--- src/rtl/seq_divider.sv ---
// ============================================================================
// Module   : seq_divider
// Purpose  : 32-bit restoring divider. It produces one quotient bit per cycle,
//            so an operation takes 32 RUN cycles followed by a one-cycle DONE
//            pulse.
// Options  : define SEQ_DIVIDER_SIGNED_EN to honour is_signed (DIV semantics).
//            Without it every operation is unsigned (DIVU).
// Revision : 1.0  initial release
// ============================================================================
`default_nettype none

module seq_divider (
  input  logic        clk,
  input  logic        reset,
  input  logic        start,
  input  logic        is_signed,
  input  logic [31:0] dividend,
  input  logic [31:0] divisor,
  output logic        busy,
  output logic        done,
  output logic [31:0] quotient,
  output logic [31:0] remainder,
  output logic        div_by_zero
);

  typedef enum logic [1:0] {
    IDLE = 2'd0,
    RUN  = 2'd1,
    DONE = 2'd2
  } state_t;

  state_t      r_state;
  state_t      w_state_next;
  logic [4:0]  r_step;      // index of the restoring step being performed
  logic [31:0] r_rem;       // partial remainder
  logic [31:0] r_quo;       // dividend bits shift out MSB-first, quotient bits shift in
  logic [31:0] r_dvs;       // divisor magnitude
  logic        r_neg_q;     // quotient must be negated at the end
  logic        r_neg_r;     // remainder must be negated at the end
  logic        r_zero;      // sampled divisor was zero

  logic        w_signed;
  logic        w_dvd_neg;
  logic        w_dvs_neg;
  logic [31:0] w_dvd_mag;
  logic [31:0] w_dvs_mag;
  logic [32:0] w_shift;
  logic [33:0] w_trial;
  logic        w_fits;
  logic [31:0] w_rem_next;
  logic [31:0] w_quo_next;
  logic [31:0] w_q_final;
  logic [31:0] w_r_final;

`ifdef SEQ_DIVIDER_SIGNED_EN
  assign w_signed = is_signed;
`else
  // is_signed is ignored in the unsigned-only build.
  assign w_signed = is_signed & 1'b0;
`endif

  // Operand magnitudes and sign bookkeeping, captured when start is accepted.
  assign w_dvd_neg = w_signed & dividend[31];
  assign w_dvs_neg = w_signed & divisor[31];
  assign w_dvd_mag = w_dvd_neg ? (~dividend + 32'd1) : dividend;
  assign w_dvs_mag = w_dvs_neg ? (~divisor + 32'd1) : divisor;

  // One restoring step: shift in the next dividend bit and trial-subtract.
  assign w_shift    = {r_rem, r_quo[31]};
  assign w_trial    = {1'b0, w_shift} - {2'b00, r_dvs};
  assign w_fits     = ~w_trial[33];
  assign w_rem_next = w_fits ? w_trial[31:0] : w_shift[31:0];
  assign w_quo_next = {r_quo[30:0], w_fits};

  // Sign fix-up. A zero divisor always reports all-ones, whatever the signs;
  // the remainder then equals the original dividend, because the magnitude
  // is re-negated.
  assign w_q_final = r_zero  ? 32'hFFFF_FFFF
                   : r_neg_q ? (~w_quo_next + 32'd1) : w_quo_next;
  assign w_r_final = r_neg_r ? (~w_rem_next + 32'd1) : w_rem_next;

  // State register.
  always_ff @(posedge clk or posedge reset) begin
    if (reset) r_state <= IDLE;
    else       r_state <= w_state_next;
  end

  // Next-state logic and status outputs.
  always_comb begin
    w_state_next = r_state;
    busy         = 1'b0;
    done         = 1'b0;
    case (r_state)
      IDLE: if (start) w_state_next = RUN;
      RUN: begin
        busy = 1'b1;
        if (r_step == 5'd31) w_state_next = DONE;
      end
      DONE: begin
        done         = 1'b1;
        w_state_next = IDLE;
      end
      default: w_state_next = IDLE;
    endcase
  end

  // Datapath. The results load only on the final RUN step, that is, on entry to DONE.
  always_ff @(posedge clk or posedge reset) begin
    if (reset) begin
      r_step      <= 5'd0;
      r_rem       <= 32'd0;
      r_quo       <= 32'd0;
      r_dvs       <= 32'd0;
      r_neg_q     <= 1'b0;
      r_neg_r     <= 1'b0;
      r_zero      <= 1'b0;
      quotient    <= 32'd0;
      remainder   <= 32'd0;
      div_by_zero <= 1'b0;
    end else begin
      case (r_state)
        IDLE: begin
          if (start) begin
            r_step  <= 5'd0;
            r_rem   <= 32'd0;
            r_quo   <= w_dvd_mag;
            r_dvs   <= w_dvs_mag;
            r_neg_q <= w_dvd_neg ^ w_dvs_neg;
            r_neg_r <= w_dvd_neg;
            r_zero  <= (divisor == 32'd0);
          end
        end
        RUN: begin
          r_rem  <= w_rem_next;
          r_quo  <= w_quo_next;
          r_step <= r_step + 5'd1;
          if (r_step == 5'd31) begin
            quotient    <= w_q_final;
            remainder   <= w_r_final;
            div_by_zero <= r_zero;
          end
        end
        default: ;
      endcase
    end
  end

endmodule

`default_nettype wire

--- config.mk ---
export PLATFORM = sky130hd
export DESIGN_NAME = seq_divider
export DESIGN_NICKNAME = d
export VERILOG_FILES = /design/src/rtl/seq_divider.sv
export SDC_FILE = /design/constraint.sdc
export NUM_CORES = 1
export LEC_CHECK = 0
export ABC_AREA = 1
export CORE_MARGIN = 4
export CORE_UTILIZATION = 45
export DETAILED_ROUTE_END_ITERATION = 12
export HOLD_SLACK_MARGIN = 0.02
export PLACE_DENSITY = 0.68
export SKIP_CTS_REPAIR_TIMING = 1
export SYNTH_ARGS = -nofsm -noshare
export SYNTH_HDL_FRONTEND = slang
export SYNTH_SLANG_ARGS = --single-unit
--- constraint.sdc ---
create_clock -name clk -period 7.1 [get_ports clk]
set_input_delay 1.42 -clock clk [delete_from_list [all_inputs] [get_ports clk]]
set_output_delay 1.42 -clock clk [all_outputs]
set_load 0.01 [all_outputs]
Word level (Yosys, flattened, before mapping) --
Cells that the tools add are included.
Storage, ports and cells: register bits after elaboration 169, input bits 68, output and inout port bits 67, logic and storage cells 37
Operators by class: add/sub/neg operators 2, eq/ne operators 5, mux-type cells 13, bitwise operators 1, reduce and logical (&&, ||, !) cells 7
Operators with widths (number):
- 2-to-1 mux 32 bit | 4
- one-hot mux 32 bit (2 select lines) | 2
- subtractor 33 x 32 -> 34 bit | 1
- logical NOT 32 bit | 1
- one-hot mux 5 bit (2 select lines) | 1
- AND reduction 2 bit | 4
- adder 5 x 1 -> 5 bit (second input constant) | 1
- equality test 5 bit (second input constant) | 1
- 2-to-1 mux 5 bit | 1
- 2-to-1 mux 2 bit | 2
- != test 2 bit (second input constant) | 2
- one-hot mux 2 bit (2 select lines) | 1
- equality test 2 x 1 -> 1 bit (second input constant) | 1
- equality test 2 bit (second input constant) | 1
- logical NOT 2 bit | 1
- 2-to-1 mux 1 bit | 2
- nonzero test 2 bit | 1
- NOT 1 bit | 1

Depth between registers and ports, before layout --
depth after elaboration 3, gate-level depth with buffers 18, gate-level depth less buffers 17

Worst setup path before layout --
OpenSTA, ideal clock, no wires.
kind register -> output, start register r_state[1], end output busy, arrival 1112 ps, required time 5680 ps, path slack 4568 ps, cell stages (with the launch flop) 6, buffers on the path 2, cell sequence dfrtp_1 inv_1 nand2_1 inv_1 clkbuf_1 buf_2
On the way: word-level cells in the longest chain between the ends 2
Ends and longest elaborated chain:
- start, declared | RTL line 32 | state_t r_state;
- start signal, assigned | RTL line 85 | else r_state <= w_state_next;
- equality test 2 x 1 -> 1 bit | RTL line 93 | case (r_state)
- 2-to-1 mux 1 bit | RTL line 93
- end, declared | RTL line 19 | output logic busy,
Every way passes these cells.

Worst setup path after layout --
start input start, end register r_quo[28]
On the way: word-level cells in the longest chain between the ends 2
Ends and longest elaborated chain:
- start, declared | RTL line 15 | input logic start,
- != test 2 bit (no source line)
- AND reduction 2 bit (no source line)
- end signal, assigned | RTL line 126 | r_quo <= w_dvd_mag;
- end signal, assigned | RTL line 135 | r_quo <= w_quo_next;
- end, declared | RTL line 36 | logic [31:0] r_quo;
Every way passes these cells. A chain may end at the register's enable or synchronous reset.

==> key figures <==
Run status
  • Status: finished, final reports clean

Clock network
  • # clock sinks: 169
  • CTS H-tree lvls: 4
  • Clock tree from TritonCTS: yes
  • Clock-pin slew reported for the worst setup and hold paths after clock tree synthesis: 80 ps
  • Maximum buffer depth of the clock tree: 2
  • TritonCTS Buffers: 17
  • Clock network latency to the later pin of the worst-skew pair: 440 ps
  • Cell chosen for the clock root: sky130_fd_sc_hd__clkbuf_16

Floorplanning
  • Die area: 0.0239 mm^2
  • Die Y: roughly 150 um
  • Floorplan Core Area: around 0.021 mm^2
  • Starting utilization of the core area: a little under half
  • I/O pin cnt: between 100 and 150
  • Number of cell rows: 53
  • Die extent in x: 154 um

Worst hold path
  • Hold WC Path Type: reg2reg

Power and ir drop
  • Reg power frac: 25.4%
  • Relative contribution of the clock network to total power: between 10 and 15%
  • Overall Power: around 6600 uW
  • Logic gate share of total power: between 60% and 70%
  • IR Drop Worst-Case VDD: 0.000230 V
  • Power density over the cells: 566 mW/mm^2
  • NetSw: 3230 uW
  • Leakage: 0.00616 uW
  • Sw frac: 48.6%
  • Cell Int Power: 3420 uW

Global route
  • Grt total ovfl: 0
  • Number of global-route vias before repair: 8575
  • Antenna violations before repair: 0
  • Maximum number of pins on one net before global-route repair: 101
  • Wire length of the first global-routing pass: about 44000 um
  • Global router's overall resource usage: 22.7%

Critical path
  • Type of the worst setup path: in2reg
  • Largest incremental delay on the critical path: 770 ps
  • Endpoint class of the critical path: register
  • Library cell appearing most often on the critical path: sky130_fd_sc_hd__o21ai_0
  • Series of cell instances along the critical path: clkdlybuf4s50_1 -> nand3_2 -> buf_4 -> nand2_1 -> inv_2 -> a21oi_1 -> o21ai_0 -> o21ai_0
  • Peak fanout along the critical path: 68
  • Required time at the endpoint of the critical path: 7410 ps
  • Critical-path top delay cell: sky130_fd_sc_hd__inv_2
  • CP Data Arrival Time: 4050 ps
  • Critical path startpoint category: primary input

Place
  • Placer's final routability congestion estimate: 0.944
  • Cell area reported after detailed placement: between 0.01 and 0.015 mm^2
  • Placed wire-length estimate after detailed placement: 18600 um
  • Port bufs: 133

Logic synthesis
  • Ys async rst share: 100%
  • Sequential cell area fraction in the yosys report: 43.8%
  • Ranking of synthesized cells by area: sky130_fd_sc_hd__dfrtp_1 44%, sky130_fd_sc_hd__nand2_1 18%, sky130_fd_sc_hd__inv_1 8.2%, sky130_fd_sc_hd__ha_1 4.4%, sky130_fd_sc_hd__nand3_1 3.9%
  • Synth Instances: 1309
  • Area share of the largest cell type after synthesis: 43.8%
  • Ys Warns: 0
  • Synthesized area divided by synthesized cell count: approximately 7.4 um^2
  • Most used flip-flop cell after synthesis: sky130_fd_sc_hd__dfrtp_1
  • Number of enable-type register cells in the synthesized netlist: 0
  • Post-synthesis sequential element count: 169
  • Synthesized Nets: 1412
  • Count of different cell masters after synthesis: 43
  • Area of the mapped netlist: slightly below 0.01 mm^2
  • Largest area contributor in the synthesized netlist: sky130_fd_sc_hd__dfrtp_1

STA
  • Max Transition Viols Final: 0
  • Unrepaired setup endpoints after global routing: false
  • Clock period minus final worst setup slack: 3740 ps
  • Transition at the pin with the smallest max-transition slack: between 900 and 1000 ps
  • Final setup fails: 0
  • F_max: 267 MHz
  • Post-Route Setup TNS: 0 ps
  • Setup Skew: 11.6 ps
  • Number of hold-slack violations in the final timing report: 0
  • Post-route fraction of the period consumed by the critical path: between 50% and 60%
  • Normalized max-slew margin: 33.3%

Layout
  • Fraction of layout instances using a drive strength above 1: 5.02%
  • ANT cells: 0
  • Layout area overhead: 21.7%
  • Finished Cell Area: around 0.012 mm^2
  • Final net count: 1524

Routing
  • Final routed wirelength across all metal layers: ~26000 um
  • DRC marker count from the first detailed-route iteration: 551
  • Routed length per instance: around 15 um
  • Number of detailed-route iterations in the first pass: 5
  • Via density: 5.05
  • Number of nets with antenna violations after routing: 0
  • Overall via count from detail_route: 8617
  • DR DRC count: 0

Run
  • Count of max-cap constraint violations: 0
layer usage:
| metal | part of all wire, % | GRT usage (%) | vias up |
|---|---|---|---|
| met1 | 46 | 30.9 | 4018 |
| met5 | 0 | 0 | - |
| met3 | 6.6 | 6.04 | 20 |
| met4 | 1.4 | 5.59 | 0 |
| li1 | - | - | 4357 |
| met2 | 46 | 36.2 | 222 |
final timing paths:
| check | startpoint | endpoint | slack [ps] | depth (start not counted) |
|---|---|---|---|---|
| worst min register to register | remainder[26]$_DFFE_PP0P_ | remainder[26]$_DFFE_PP0P_ | 480 | 2 |
| max in group asynchronous | reset | r_rem[24]$_DFFE_PP0P_ | 4080 | 3 |
| min in group asynchronous | reset | quotient[25]$_DFFE_PP0P_ | 1560 | 2 |
| worst max-delay path | start | r_quo[28]$_DFFE_PP0P_ | 3360 | 8 |
| worst min-delay path | remainder[26]$_DFFE_PP0P_ | remainder[26]$_DFFE_PP0P_ | 480 | 2 |
| worst max register to register | r_state[1]$_DFFE_PP0P_ | r_quo[28]$_DFFE_PP0P_ | 3820 | 10 |
final cells by class:
type	instances	area, um^2
Tap cell	275	344
Clock buffer	17	425
Multi-Input combinational cell	873	4370
Inverter	219	830
Timing Repair Buffer	141	1390
Fill cell	2015	9350
Clock inverter	14	150
Sequential cell	169	4230
sequential cells by signal, summed over array words and instances, names as in the netlist:
register,count
r_rem,32
div_by_zero,1
r_dvs,32
r_quo,32
remainder,32
quotient,32
r_state,2
r_step,5
r_zero,1
worst max-delay path: cells and delay by family:
kind	cells	cell delay [ps]
buffers and inverters	3	1950
AO/OA/AOI/OAI	3	300
AND/OR/NAND/NOR	2	340
kinds of logic after synthesis:
family	Yosys count	synth area share (%)
fa+ha+maj	35	4.62
simple gates	660	28.7
compound gates	162	10.4
xor+xnor	15	1.36
mux	1	0.117
buf+inv	267	10.9
flops	169	43.8
synth_stat cells, types with 7 or more instances:
cell                        number
sky130_fd_sc_hd__nand2_1       458
sky130_fd_sc_hd__inv_1         212
sky130_fd_sc_hd__dfrtp_1       169
sky130_fd_sc_hd__nand3_1        76
sky130_fd_sc_hd__nor2_1         64
sky130_fd_sc_hd__o21ai_0        53
sky130_fd_sc_hd__a21oi_1        52
sky130_fd_sc_hd__ha_1           34
sky130_fd_sc_hd__a2bb2oi_1      31
sky130_fd_sc_hd__clkbuf_1       31
sky130_fd_sc_hd__nand4_1        22
sky130_fd_sc_hd__o221ai_1       12
sky130_fd_sc_hd__xor2_1          8
sky130_fd_sc_hd__xnor2_1         7
power groups by stage:
stage                     registers (uW)  clock network (uW)  logic [uW]
after floorplan                     1730                   0        2820
after global placement              1690                   0        3950
after detailed placement            1700                   0        4010
after CTS                           1690                 944        4040
after global routing                1750                 985        4610
final                               1690                 924        4030
placed cells by master (no fill, tap or decap), types with 5 or more instances in the layout:
cell type,n
sky130_fd_sc_hd__inv_1,209
sky130_fd_sc_hd__buf_4,8
sky130_fd_sc_hd__o21ai_0,53
sky130_fd_sc_hd__a2bb2oi_1,31
sky130_fd_sc_hd__nand3_1,75
sky130_fd_sc_hd__nor4_1,6
sky130_fd_sc_hd__nand4_1,22
sky130_fd_sc_hd__clkdlybuf4s50_1,133
sky130_fd_sc_hd__inv_6,5
sky130_fd_sc_hd__o221ai_1,12
sky130_fd_sc_hd__dfrtp_1,169
sky130_fd_sc_hd__xor2_1,8
sky130_fd_sc_hd__xnor2_1,7
sky130_fd_sc_hd__nand2_2,6
sky130_fd_sc_hd__inv_2,8
sky130_fd_sc_hd__clkbuf_16,17
sky130_fd_sc_hd__o22ai_1,5
sky130_fd_sc_hd__inv_8,5
sky130_fd_sc_hd__a21oi_1,52
sky130_fd_sc_hd__ha_1,34
sky130_fd_sc_hd__nor3_1,6
sky130_fd_sc_hd__nand2_1,458
sky130_fd_sc_hd__nor2_1,63
sky130_fd_sc_hd__nor2_2,5
through the flow:
step / worst slack, ps / hold WS, ps / utilization, % / cells
after floorplan: 1100 / 453 / - / 1309
after global placement: 2970 / 463 / 53.0 / 1677
after detailed placement: 2930 / 464 / 53.0 / 1677
after CTS: 3390 / 485 / 55.7 / 1708
after global routing: 3080 / 503 / 55.7 / 1708
final: 3360 / 482 / 55.7 / 1708
Power figures use the tool's default switching activity.
